[src/rtl/pse_pkg.sv]
// rtl/pse_pkg.sv - shared types and constants for the pattern search engine
package pse_pkg;

    typedef enum logic [2:0] {
        IDLE,
        LDPAT,
        SCAN,
        WR0,
        WR1,
        WR2,
        DONE
    } pse_state_t;

    localparam int WIN       = 5;
    localparam int NWIN_BYTE = 4;

endpackage

[src/rtl/pse_window_match.sv]
// rtl/pse_window_match.sv - counts 5-bit pattern hits inside a byte and across the previous-byte boundary
module pse_window_match
    import pse_pkg::*;
(
    input  logic [WIN-1:0] pat,
    input  logic [3:0]     prev,
    input  logic [7:0]     cur,
    input  logic           use_prev,
    output logic [2:0]     in_cnt,
    output logic [2:0]     x_cnt
);

    // Bits 7:0 hold the current byte, 11:8 the tail of the previous one, so
    // every window is a plain slice of this 12-bit stream.
    logic [11:0] stream;
    assign stream = {prev, cur};

    always_comb begin
        in_cnt = '0;
        x_cnt  = '0;
        for (int k = 0; k < NWIN_BYTE; k++) begin
            if (stream[k +: WIN] == pat)
                in_cnt = in_cnt + 3'd1;
            if (use_prev && (stream[k + NWIN_BYTE +: WIN] == pat))
                x_cnt = x_cnt + 3'd1;
        end
    end

endmodule

[src/rtl/pattern_search_engine.sv]
// rtl/pattern_search_engine.sv - req/done pattern counter over a 32-byte message in data memory; PSE_HITMAP_EN adds hit_map
module pattern_search_engine
    import pse_pkg::*;
#(
    parameter int NBYTES   = 32,
    parameter int PAT_ADDR = 32,
    parameter int RES_ADDR = 33,
    parameter int AW       = 8
) (
    input  logic              clk,
    input  logic              reset,
    input  logic              req,
    output logic              done,
    output logic [AW-1:0]     mem_addr,
    output logic              mem_we,
    output logic [7:0]        mem_wdata,
    input  logic [7:0]        mem_rdata
`ifdef PSE_HITMAP_EN
    ,
    output logic [NBYTES-1:0] hit_map
`endif
);

    localparam int IW = $clog2(NBYTES + 1);

    pse_state_t     state, state_nx;
    logic [IW-1:0]  idx;
    logic [WIN-1:0] pat;
    logic [3:0]     prev;
    logic [7:0]     ctb, cto, cts;
    logic [2:0]     in_cnt, x_cnt;
    logic           accept;
    logic           use_prev;

    assign accept   = req && ((state == IDLE) || (state == DONE));
    assign use_prev = (idx >= IW'(2));

    pse_window_match u_match (
        .pat      (pat),
        .prev     (prev),
        .cur      (mem_rdata),
        .use_prev (use_prev),
        .in_cnt   (in_cnt),
        .x_cnt    (x_cnt)
    );

    always_comb begin
        state_nx = state;
        case (state)
            IDLE:    if (req) state_nx = LDPAT;
            LDPAT:   state_nx = SCAN;
            SCAN:    if (idx == IW'(NBYTES)) state_nx = WR0;
            WR0:     state_nx = WR1;
            WR1:     state_nx = WR2;
            WR2:     state_nx = DONE;
            DONE:    if (req) state_nx = LDPAT;
            default: state_nx = IDLE;
        endcase
    end

    // Memory port is decoded from state so the address reaches the
    // synchronous memory in the same cycle the FSM needs it presented.
    always_comb begin
        mem_addr  = '0;
        mem_we    = 1'b0;
        mem_wdata = '0;
        case (state)
            LDPAT: mem_addr = AW'(PAT_ADDR);
            SCAN:  if (idx < IW'(NBYTES)) mem_addr = AW'(idx);
            WR0: begin
                mem_we    = 1'b1;
                mem_addr  = AW'(RES_ADDR);
                mem_wdata = ctb;
            end
            WR1: begin
                mem_we    = 1'b1;
                mem_addr  = AW'(RES_ADDR + 1);
                mem_wdata = cto;
            end
            WR2: begin
                mem_we    = 1'b1;
                mem_addr  = AW'(RES_ADDR + 2);
                mem_wdata = cts;
            end
            default: ;
        endcase
    end

    always_ff @(posedge clk or negedge reset) begin
        if (!reset) begin
            state <= IDLE;
            done  <= 1'b0;
            idx   <= '0;
            pat   <= '0;
            prev  <= '0;
            ctb   <= '0;
            cto   <= '0;
            cts   <= '0;
        end else begin
            state <= state_nx;
            done  <= (state_nx == DONE);
            if (accept) begin
                ctb  <= '0;
                cto  <= '0;
                cts  <= '0;
                pat  <= '0;
                prev <= '0;
            end
            if (state == LDPAT)
                idx <= '0;
            if (state == SCAN) begin
                idx <= idx + IW'(1);
                // Read data lags the address by one cycle: idx 0 sees the pattern byte.
                if (idx == '0) begin
                    pat <= mem_rdata[7:3];
                end else begin
                    ctb  <= ctb + {5'b0, in_cnt};
                    cto  <= cto + {7'b0, (in_cnt != 3'd0)};
                    cts  <= cts + {5'b0, in_cnt} + {5'b0, x_cnt};
                    prev <= mem_rdata[3:0];
                end
            end
        end
    end

`ifdef PSE_HITMAP_EN
    logic [IW-1:0] byte_idx;
    assign byte_idx = idx - IW'(1);

    always_ff @(posedge clk or negedge reset) begin
        if (!reset) begin
            hit_map <= '0;
        end else if (accept) begin
            hit_map <= '0;
        end else if ((state == SCAN) && (idx != '0) && (in_cnt != 3'd0)) begin
            for (int j = 0; j < NBYTES; j++)
                if (byte_idx == IW'(j))
                    hit_map[j] <= 1'b1;
        end
    end
`endif

endmodule

[config.mk]
export PLATFORM = sky130hd
export DESIGN_NAME = pattern_search_engine
export DESIGN_NICKNAME = d
export VERILOG_FILES = /design/src/rtl/pse_pkg.sv /design/src/rtl/pse_window_match.sv /design/src/rtl/pattern_search_engine.sv
export SDC_FILE = /design/constraint.sdc
export NUM_CORES = 1
export LEC_CHECK = 0
export BUFFER_PORTS_ARGS = -buffer_cell sky130_fd_sc_hd__buf_2
export CELL_PAD_IN_SITES_DETAIL_PLACEMENT = 0
export CELL_PAD_IN_SITES_GLOBAL_PLACEMENT = 1
export CORE_ASPECT_RATIO = 1.4
export CORE_MARGIN = 2
export CORE_UTILIZATION = 32
export CTS_CLUSTER_SIZE = 25
export DETAILED_ROUTE_END_ITERATION = 7
export PLACE_DENSITY = 0.58
export SYNTH_ARGS = -nofsm -noshare
export SYNTH_HDL_FRONTEND = slang
export SYNTH_SLANG_ARGS = --single-unit
[constraint.sdc]
create_clock -name clk -period 6.3 [get_ports clk]
set_input_delay 1.26 -clock clk [delete_from_list [all_inputs] [get_ports clk]]
set_output_delay 1.26 -clock clk [all_outputs]
set_load 0.005 [all_outputs]
==> metrics, run 1 <==
Clock Latency Late Sink=0.29 ns; Max-cap violations=0; Slew @ Worst Pin=1.038 ns; Achievable Freq=204.9 MHz; initial antenna violation count=0; Yosys top cell area share=0.3170; crit path time final=4.881 ns; YS warnings=0; PortBufs=26; first-pass GRT wire length=15.02 mm; Worst setup EP type=register; Crit path buffers/inverters=5; Final #Nets=440; met2 wire length=4.400 mm; crit path DAT=5.04 ns; clk root buf=clkbuf_16; HP Class=register to register; CP Launch Type=primary input; Register Area=1076 µm²; M1 WL=4.030 mm; DP Wirelength=6.262 mm; grt ovf=0; initial core utilization=0.3280; top post-synthesis cells by count=nand2_1, dfrtp_1, xnor2_1; critical path's slowest cell=fa_1; top_reg_cell synth=dfrtp_1; Worst path most repeated cell=inv_1; Final GP Congestion=0.7736; Setup violations, final=0; gr usage total=0.1638; RSZ-0062 raised after global routing=false; top post-synthesis cells by area=dfrtp_1, xnor2_1, nand2_1; WS Path Type=primary input to register; Residual DRC=0; Die X=91.05 µm; DRT antenna net count=0; drt first pass iters=4; number of global-route vias before repair=2866; clock-pin slew on the worst setup and hold paths=0.06 ns; final clock skew=0.005143 ns; final wirelength=8.731 mm; # diodes=0; Slew Viols, Final=0; top sig layer=met4; Post-Syn Area=3395 µm²; largest area contributor in the netlist=dfrtp_1; layout cells sized above 1=0.1127; die area=11460 µm²; post-synthesis sequential element count=43; Critical Path Fanout Max=6; run status=finished, final reports clean; worst-case clock buffer depth=2; Setup Total Neg Slack=0 ns; post-synthesis cell count=403; pwr dens=386.2 nW/µm²; # resized after CTS=0; max_slew headroom=0.3083; slowest stage delay, CP=0.43 ns; Final period util=0.7747; Lkg Pwr=1.658 nW; ys async rst share=1.000; DR vias/cell=5.136; TritonCTS buffer count=5; average size of a mapped cell=8.423 µm²; Multi-input gate area=2116 µm²; cell family with most CP delay=adder cells; CP Cell Sequence=buf_2 -> xnor2_1 -> nand3_1 -> nor3_2 -> ha_1 -> inv_1 -> xnor2_1 -> ha_1 -> inv_1 -> nor3_1 -> a21oi_1 -> fa_1 -> inv_1 -> ha_1 -> inv_1 -> fa_1 -> nor2b_1 -> o211ai_1 -> o211ai_1 -> o31ai_1; Power Total=1.433 mW; CTS tree=built; post-DR wirelength/cell=15.99 µm; VDD IR max=165.9 µV; core area=10350 µm²; Core Rows=44; Area growth syn-to-layout=9.289%; Data required, critical path=6.46 ns; Setup Fix Bufs, Post-CTS=0; # fillers=1148; Ports=29; post-synthesis sequential area ratio=0.3170; vias=2804; final hold vios=0; H-tree depth=2; most common cell in the netlist=nand2_1; routed wl met3=204 µm; 1st-iter DRT viols=89; pin count of the biggest net entering global routing=44; die height=125.9 µm; cts hold-fix bufs=0; synth unique cells=54; Post-synth EDFFs=0; Sink Count=43
-- worst paths after layout --
check                             start  endpoint  slack [ns]  depth (start not counted)
min reg2reg                      cto[7]    cto[7]        0.49                          1
max                        mem_rdata[5]    cts[7]        1.42                         20
max reg2reg                      idx[1]    cts[7]        1.67                         17
min                              cto[7]    cto[7]        0.49                          1
max in group asynchronous         reset    ctb[2]        4.50                          1
min in group asynchronous         reset    idx[2]        1.14                          1
-- through the flow --
step / hold WS [ns] / worst slack (ns) / area (µm²) / utilization / instances
2_1_floorplan: 0.4510 / 1.419 / 3398 / - / 404
3_3_place_gp: 0.4738 / 1.218 / 3566 / 0.3445 / 539
3_5_place_dp: 0.4831 / 1.137 / 3566 / 0.3445 / 539
4_1_cts: 0.4921 / 1.424 / 3710 / 0.3584 / 546
5_1_grt: 0.5092 / 1.066 / 3710 / 0.3584 / 546
6_report: 0.4909 / 1.419 / 3710 / 0.3584 / 546
-- cells by family (layout without fill, tap and decap cells) --
kind of cell | after synthesis | after routing | share of synthesized area
buf+inv | 48 | 52 | 0.06081
flops | 43 | 43 | 0.3170
compound gates | 85 | 85 | 0.1530
other cells | 1 | 2 | 0.001105
fa+ha+maj | 21 | 21 | 0.08846
xor+xnor | 52 | 52 | 0.1364
mux | 13 | 13 | 0.03833
simple gates | 140 | 140 | 0.2049
-- registers in the layout (all words and copies together), names as in the netlist --
name and count:
cto 8, ctb 8, prev 4, pat 5, state 3, cts 8
idx 6, done 1
-- layout make-up --
cell class              instances  share of cell area
clock inverters                 1            0.001349
multi-input cells             313              0.5703
well taps                     138             0.04654
repair buffers                 26             0.03508
inverters                      19             0.01922
flip-flops and latches         43              0.2900
clock buffers                   6             0.03744
-- placed cells by master, fill, tap and decap left out, types with 3 or more instances in the layout --
| cell type | instances |
|---|---|
| and2_1 | 6 |
| o21ai_1 | 6 |
| xor2_1 | 17 |
| nor2_1 | 17 |
| nor4_1 | 3 |
| nor3_1 | 7 |
| nand3_1 | 18 |
| nand4_1 | 8 |
| nand2_1 | 59 |
| and3_1 | 5 |
| buf_2 | 26 |
| dfrtp_1 | 43 |
| xnor2_1 | 34 |
| o31ai_1 | 4 |
| o211ai_1 | 6 |
| fa_1 | 5 |
| mux2i_1 | 13 |
| clkbuf_16 | 5 |
| nor3_2 | 4 |
| a21o_1 | 3 |
| ha_1 | 16 |
| inv_1 | 18 |
| o21ai_0 | 29 |
| a21oi_1 | 22 |
-- report_power, final --
group / leakage, nW / internal (mW) / total (mW) / switching (mW)
Combinational: 1.00 / 0.277 / 0.656 / 0.378
Sequential: 0.585 / 0.344 / 0.507 / 0.163
Clock: 0.0727 / 0.155 / 0.270 / 0.115
Total: 1.66 / 0.777 / 1.43 / 0.656
-- worst reg2reg max path, stage by stage (launching register included) --
cell and delay, ns:
dfrtp_1 0.46, or4_1 0.59, nor3_2 0.31, nor4_1 0.11, and3_1 0.23, ha_1 0.35
xnor2_2 0.22, ha_1 0.26, mux2i_1 0.21, fa_1 0.45, inv_1 0.07, ha_1 0.16
inv_1 0.06, fa_1 0.39, nor2b_1 0.13, o211ai_1 0.15, o211ai_1 0.24, o31ai_1 0.11
-- layer usage --
metal,vias up,GRT usage
li1,1385,-
met1,1378,0.2076
met2,37,0.2889
met3,4,0.02392
met4,0,0.04635
met5,-,0
(Power assumes the default switching activity.)
==> run 2, diff against run 1 <==
ABC_AREA = 1   (was not set)
PLACE_DENSITY = 0.62   (was 0.58)
clock period = 4.1 ns   (was 6.3 ns; I/O delays follow)
==> run 2 against run 1 <==
Against the previous run:
- worst setup slack worse by 1.3 ns
- via count up 17%
- register-to-register slack lost 1.4 ns
- routed wire length is 6.4% higher
- clock-buffer cell count did not move
- sequential share of layout area decreased by 4.0 points
- clock skew up 0.0017 ns
- combinational power grew 60%
- cell area up 16%
- global-route usage rose by 0.29 points
- core utilization grew 5.8 points
==> metrics, run 2 <==
YS warnings=0 (unchanged); Sink Count=43 (unchanged); Max-cap violations=0 (unchanged); die height=125.9 µm (about the same); post-synthesis sequential element count=43 (unchanged); dpl cells=676 (was 539); Top Registers=ctb x8, cto x8, cts x8 (unchanged); top post-synthesis cells by count=nand2_1, inv_1, nand3_1 (was nand2_1, dfrtp_1, xnor2_1); DP Wirelength=7.250 mm (was 6.262 mm); top post-synthesis cells by area=dfrtp_1, nand2_1, inv_1 (was dfrtp_1, xnor2_1, nand2_1); VDD IR max=208.8 µV (was 165.9 µV); Final GP Congestion=0.8876 (was 0.7736); setup ws final=0.1660 ns (was 1.419 ns); final hold vios=0 (unchanged); critical path's slowest cell=fa_1 (unchanged); run status=finished, final reports clean (unchanged); post-layout instance area=4309 µm² (was 3710 µm²); CP Cell Sequence=buf_8 -> nand2_1 -> nand4_1 -> a211oi_2 -> and3_4 -> ha_4 -> inv_2 -> nand2_1 -> nand2_1 -> inv_1 -> ha_1 -> o21ai_2 -> fa_1 -> inv_1 -> ha_2 -> inv_2 -> fa_2 -> nor2_1 -> o21ai_1 -> nor2_1 -> nand3_1 -> nand3_1 -> o21ai_1 (was buf_2 -> xnor2_1 -> nand3_1 -> nor3_2 -> ha_1 -> inv_1 -> xnor2_1 -> ha_1 -> inv_1 -> nor3_1 -> a21oi_1 -> fa_1 -> inv_1 -> ha_1 -> inv_1 -> fa_1 -> nor2b_1 -> o211ai_1 -> o211ai_1 -> o31ai_1); drt first pass iters=4 (unchanged); most common cell in the netlist=nand2_1 (unchanged); RSZ-0062 raised after global routing=true (was false); Clock Latency Late Sink=0.29 ns (about the same); core area=10350 µm² (unchanged); worst r2r path cells=21 (was 17); Slew @ Worst Pin=1.013 ns (was 1.038 ns); commonest non-fill, non-tap cell in the layout=nand2_1 (unchanged); clk root buf=clkbuf_16 (unchanged); CP Launch Type=primary input (unchanged); 1st-iter DRT viols=100 (was 89); gr usage total=0.1667 (was 0.1638); post-DR wirelength/cell=13.46 µm (was 15.99 µm); pin count of the biggest net entering global routing=44 (unchanged); PortBufs=26 (unchanged); die area=11470 µm² (was 11460 µm²); crit path DAT=4.10 ns (was 5.04 ns); Core Rows=44 (unchanged); Setup violations, final=0 (unchanged); pwr dens=496.0 nW/µm² (was 386.2 nW/µm²); Final #Nets=583 (was 440); placed cell area=3939 µm² (was 3566 µm²); post-synthesis sequential area ratio=0.3166 (was 0.3170); initial antenna violation count=0 (unchanged); grt ovf=0 (unchanged); cts hold-fix bufs=0 (unchanged); max_slew headroom=0.3244 (was 0.3083); M1 WL=3.792 mm (was 4.030 mm); slowest stage delay, CP=0.40 ns (was 0.43 ns); ys async rst share=1.000 (unchanged); final wirelength=9.290 mm (was 8.731 mm); Data required, critical path=4.27 ns (was 6.46 ns); Slew Viols, Final=0 (unchanged); WHS Endpoint=cto[7] (unchanged); synth unique cells=41 (was 54); Ports=29 (unchanged); Yosys top cell area share=0.3166 (was 0.3170); top sig layer=met4 (unchanged); r2r setup slk=0.23 ns (was 1.67 ns); pre-CTS setup slack=-0.4087 ns (was 1.137 ns); Post-Syn Area=3398 µm² (was 3395 µm²); Die X=91.10 µm (was 91.05 µm); met2 wire length=4.909 mm (was 4.400 mm); Residual DRC=0 (unchanged); vias=3284 (was 2804); post-synthesis cell count=480 (was 403); # diodes=0 (unchanged); Setup Total Neg Slack=0 ns (unchanged); HP Class=register to register (unchanged); final clock skew=0.006889 ns (was 0.005143 ns); hold wc startpoint=cto[7] (unchanged); CTS tree=built (unchanged); top_reg_cell synth=dfrtp_1 (unchanged); clock-pin slew on the worst setup and hold paths=0.07 ns (was 0.06 ns); DRT antenna net count=0 (unchanged); number of global-route vias before repair=3201 (was 2866); initial core utilization=0.3283 (was 0.3280); TritonCTS buffer count=5 (unchanged); Lkg Pwr=2.261 nW (was 1.658 nW); Post-synth EDFFs=0 (unchanged); r2r endpoint=cts[7] (unchanged); most frequent cells in the layout=nand2_1, inv_1, buf_4 (was nand2_1, dfrtp_1, xnor2_1); hold path cells=1 (unchanged); routed wl met3=198 µm (was 204 µm); Final period util=0.9595; average size of a mapped cell=7.080 µm² (was 8.423 µm²); Area growth syn-to-layout=26.80% (was 9.289%); Achievable Freq=254.2 MHz; DR vias/cell=4.759 (was 5.136); Worst path most repeated cell=nand2_1 (was inv_1); crit path time final=3.934 ns; post-route insts no fill=690 (was 546); Critical Path Fanout Max=5 (was 6); Worst R2R Start=idx[1] (unchanged); largest area contributor in the netlist=dfrtp_1 (unchanged); # fillers=1131 (was 1148); Worst setup EP type=register (unchanged); layout cells sized above 1=0.2482 (was 0.1127); worst-case clock buffer depth=2 (unchanged); first-pass GRT wire length=15.30 mm (was 15.02 mm); WS Path Type=primary input to register (unchanged); H-tree depth=2 (unchanged)
## run 2: kinds of logic (layout without fill, tap and decap cells)
| group | after synthesis | count (layout) | share of synthesized area |
|---|---|---|---|
| compound gates | 56 | 56 | 0.09757 |
| buf+inv | 91 | 162 | 0.1193 |
| flops | 43 | 43 | 0.3166 |
| simple gates | 246 | 246 | 0.3203 |
| other cells | 1 | 2 | 0.001104 |
| xor+xnor | 22 | 22 | 0.05670 |
| fa+ha+maj | 21 | 21 | 0.08837 |
## run 2: worst max path at each step
| stage | from | to | slack (ns) | depth (start not counted) |
|---|---|---|---|---|
| global placement | mem_rdata[6] | cts[7] | -0.37 | 23 |
| CTS | mem_rdata[5] | cts[7] | 0.006 | 24 |
| floorplan | mem_rdata[7] | cts[7] | 0.03 | 22 |
| finish | mem_rdata[5] | cts[7] | 0.17 | 23 |
| detailed placement | mem_rdata[6] | cts[7] | -0.41 | 23 |
| global route | mem_rdata[4] | cts[7] | -0.03 | 24 |
## run 2: cell type report
type	instances	area [µm²]	share of cell area
Multi-Input combinational cell	347	2029	0.4710
Sequential cell	43	1079	0.2503
Timing Repair Buffer	79	558.0	0.1295
Inverter	75	296.5	0.06882
Tap cell	138	172.7	0.04007
Clock buffer	6	138.9	0.03223
Clock inverter	2	35.03	0.008130
## run 2: timing repair
action                                  4_1_cts  5_1_grt
buffers inserted                              0        6
pin swaps                                     1       23
gates cloned                                  0        0
resized for setup                             2       46
endpoints found under the hold margin         0        0
endpoints found under the setup margin        1        3
## run 2: worst max-delay path, delay by kind of cell
family	cells	cell delay [ns]
adder cells (fa/ha/maj)	5	1.45
buffers and inverters	5	0.31
AND/OR/NAND/NOR	9	0.98
AO/OA/AOI/OAI	4	0.52
## run 2: power breakdown
part           internal, mW  leakage, nW  total [mW]  switching (mW)
registers             0.510        0.582       0.612           0.102
clock network         0.303       0.0868       0.472           0.169
logic                 0.410         1.59        1.05           0.643
total                  1.22         2.26        2.14           0.914
## run 2: layer usage
layer | track usage | up-vias
met5 | 0 | -
met4 | 0.09269 | 0
met3 | 0.01854 | 22
met2 | 0.3089 | 64
met1 | 0.1827 | 1527
li1 | - | 1671
## run 2: metrics by stage
stage / hold slack, ns / util / power (mW)
3_5_place_dp: 0.4360 / 0.3806 / 1.610
4_1_cts: 0.4441 / 0.3978 / 2.099
5_1_grt: 0.4788 / 0.4163 / 2.321
2_1_floorplan: 0.4171 / - / 1.297
3_3_place_gp: 0.4296 / 0.3806 / 1.602
6_report: 0.4440 / 0.4163 / 2.137
==> run 3, diff against run 2 <==
BUFFER_PORTS_ARGS = not set   (was -buffer_cell sky130_fd_sc_hd__buf_2)
CORE_UTILIZATION = 42   (was 32)
DONT_BUFFER_PORTS = 1   (was not set)
PLACE_DENSITY = 0.74   (was 0.62)
==> run 3 against run 2 <==
Against the previous run:
- largest power group unchanged
- routed wire length shrank 7.1%
- clock-buffer cell count did not move
- sequential cell count unchanged
- die area shrank 23%
- sequential share of layout area rose by 3.0 points
- fmax up 3.9%
==> metrics, run 3 (synthesis gave the netlist of run 2 again) <==
pre-CTS setup slack=-0.1290 ns (was -0.4087 ns); drt first pass iters=4 (unchanged); placed cell area=3626 µm² (was 3939 µm²); first-pass GRT wire length=14.26 mm (was 15.30 mm); clk root buf=clkbuf_8 (was clkbuf_16); max_slew headroom=0.6120 (was 0.3244); Power Total=1.846 mW (was 2.137 mW); cell family with most CP delay=adder cells (unchanged); pwr dens=479.8 nW/µm² (was 496.0 nW/µm²); DP Wirelength=6.615 mm (was 7.250 mm); worst-case clock buffer depth=2 (unchanged); crit path DAT=3.97 ns (was 4.10 ns); grt ovf=0 (unchanged); H-tree depth=2 (unchanged); PortBufs=0 (was 26); initial core utilization=0.4358 (was 0.3283); CP Launch Type=register (was primary input); Crit path buffers/inverters=5 (unchanged); core area=7797 µm² (was 10350 µm²); most frequent cells in the layout=nand2_1, inv_1, nand3_1 (was nand2_1, inv_1, buf_4); die area=8837 µm² (was 11470 µm²); CP Cell Sequence=buf_4 -> buf_4 -> nand2_1 -> nand4_1 -> nor3_4 -> inv_1 -> ha_1 -> nand3b_1 -> nand2_1 -> ha_1 -> o21ai_2 -> fa_1 -> inv_1 -> ha_2 -> inv_1 -> fa_2 -> nor2_1 -> o21ai_1 -> nor2_2 -> nand3_1 -> nand3_1 -> o21ai_1 (was buf_8 -> nand2_1 -> nand4_1 -> a211oi_2 -> and3_4 -> ha_4 -> inv_2 -> nand2_1 -> nand2_1 -> inv_1 -> ha_1 -> o21ai_2 -> fa_1 -> inv_1 -> ha_2 -> inv_2 -> fa_2 -> nor2_1 -> o21ai_1 -> nor2_1 -> nand3_1 -> nand3_1 -> o21ai_1); Achievable Freq=264.0 MHz (was 254.2 MHz); final hold vios=0 (unchanged); Slew @ Worst Pin=0.5798 ns (was 1.013 ns); vias=3103 (was 3284); Ports=29 (unchanged); dpl cells=594 (was 676); die height=110.4 µm (was 125.9 µm); commonest non-fill, non-tap cell in the layout=nand2_1 (unchanged); # diodes=0 (unchanged); number of global-route vias before repair=3006 (was 3201); critical path's slowest cell=dfrtp_1 (was fa_1); Top Registers=ctb x8, cto x8, cts x8 (unchanged); Slew Viols, Final=0 (unchanged); Final GP Congestion=0.8214 (was 0.8876); Hold WS=0.2061 ns (was 0.4440 ns); gr usage total=0.2040 (was 0.1667); run status=finished, final reports clean (unchanged); crit path time final=3.787 ns (was 3.934 ns); VDD IR max=317.0 µV (was 208.8 µV); setup ws final=0.3126 ns (was 0.1660 ns); 1st-iter DRT viols=163 (was 100); Lkg Pwr=2.019 nW (was 2.261 nW); Core Rows=38 (was 44); Final #Nets=544 (was 583); Layout Utilization=0.4936 (was 0.4163); final wirelength=8.632 mm (was 9.290 mm); Area growth syn-to-layout=13.25% (was 26.80%); Worst setup EP type=register (unchanged); post-DR wirelength/cell=14.13 µm (was 13.46 µm); Die X=80.02 µm (was 91.10 µm); Max-cap violations=0 (unchanged); DRT antenna net count=0 (unchanged); initial antenna violation count=0 (unchanged); pin count of the biggest net entering global routing=44 (unchanged); layout cells sized above 1=0.1624 (was 0.2482); Setup Total Neg Slack=0 ns (unchanged); Sink Count=43 (unchanged); clock-pin slew on the worst setup and hold paths=0.08 ns (was 0.07 ns); Critical Path Fanout Max=3 (was 5); Data required, critical path=4.28 ns (was 4.27 ns); WS Path Type=register to register (was primary input to register); Final period util=0.9238 (was 0.9595); HP Class=primary input to asynchronous set/reset pin (was register to register); CTS tree=built (unchanged); DR vias/cell=5.079 (was 4.759); final clock skew=0.009393 ns (was 0.006889 ns); post-route insts no fill=611 (was 690); post-layout instance area=3849 µm² (was 4309 µm²); slowest stage delay, CP=0.41 ns (was 0.40 ns); TritonCTS buffer count=5 (unchanged); Clock Latency Late Sink=0.30 ns (was 0.29 ns); Worst path most repeated cell=inv_1 (was nand2_1); Residual DRC=0 (unchanged); Setup violations, final=0 (unchanged)
==> run 3: cell count changes in the layout (fill, tap and decap cells not counted), moves of 2 or more <==
cell       change
buf_2         -22
ha_4           -2
ha_1           +3
buf_4         -15
clkbuf_8       +4
inv_4          -2
inv_1          +4
nor2_2         -2
clkbuf_16      -5
nor2_1         +2
==> run 3: layout make-up <==
type,count,area (µm²)
fillers,830,3949
multi-input cells,347,1981
flip-flops and latches,43,1080
repair buffers,40,304.0
inverters,75,286.5
well taps,100,125.1
clock buffers,6,72.57
==> run 3: worst paths after layout <==
check	from	to	slack [ns]	depth (start not counted)
max	pat[1]	cts[7]	0.31	22
min	reset	cto[5]	0.21	0
max reg2reg	pat[1]	cts[7]	0.31	22
min reg2reg	cto[7]	cto[7]	0.46	1
max in group asynchronous	reset	ctb[1]	3.80	0
min in group clk	cto[7]	cto[7]	0.46	1
==> run 3: routing by layer <==
metal  part of all wire  GRT usage
met5                  0          0
met4              0.025    0.07345
met3              0.031    0.03105
met2               0.54     0.3700
met1               0.40     0.2356
==> run 3: what timing repair did <==
| action | CTS | global route |
|---|---|---|
| hold endpoints to repair | 0 | 0 |
| endpoints found under the setup margin | 0 | 4 |
| buffers inserted | 0 | 11 |
| hold buffers | 0 | 0 |
| gates resized for setup | 0 | 23 |
==> run 3: report_power, final <==
| part | switching, mW | leakage (nW) | total (mW) | internal (mW) |
|---|---|---|---|---|
| registers | 0.100 | 0.580 | 0.611 | 0.510 |
| logic | 0.604 | 1.40 | 0.979 | 0.375 |
| clock network | 0.143 | 0.0371 | 0.257 | 0.114 |
| total | 0.847 | 2.02 | 1.85 | 0.999 |
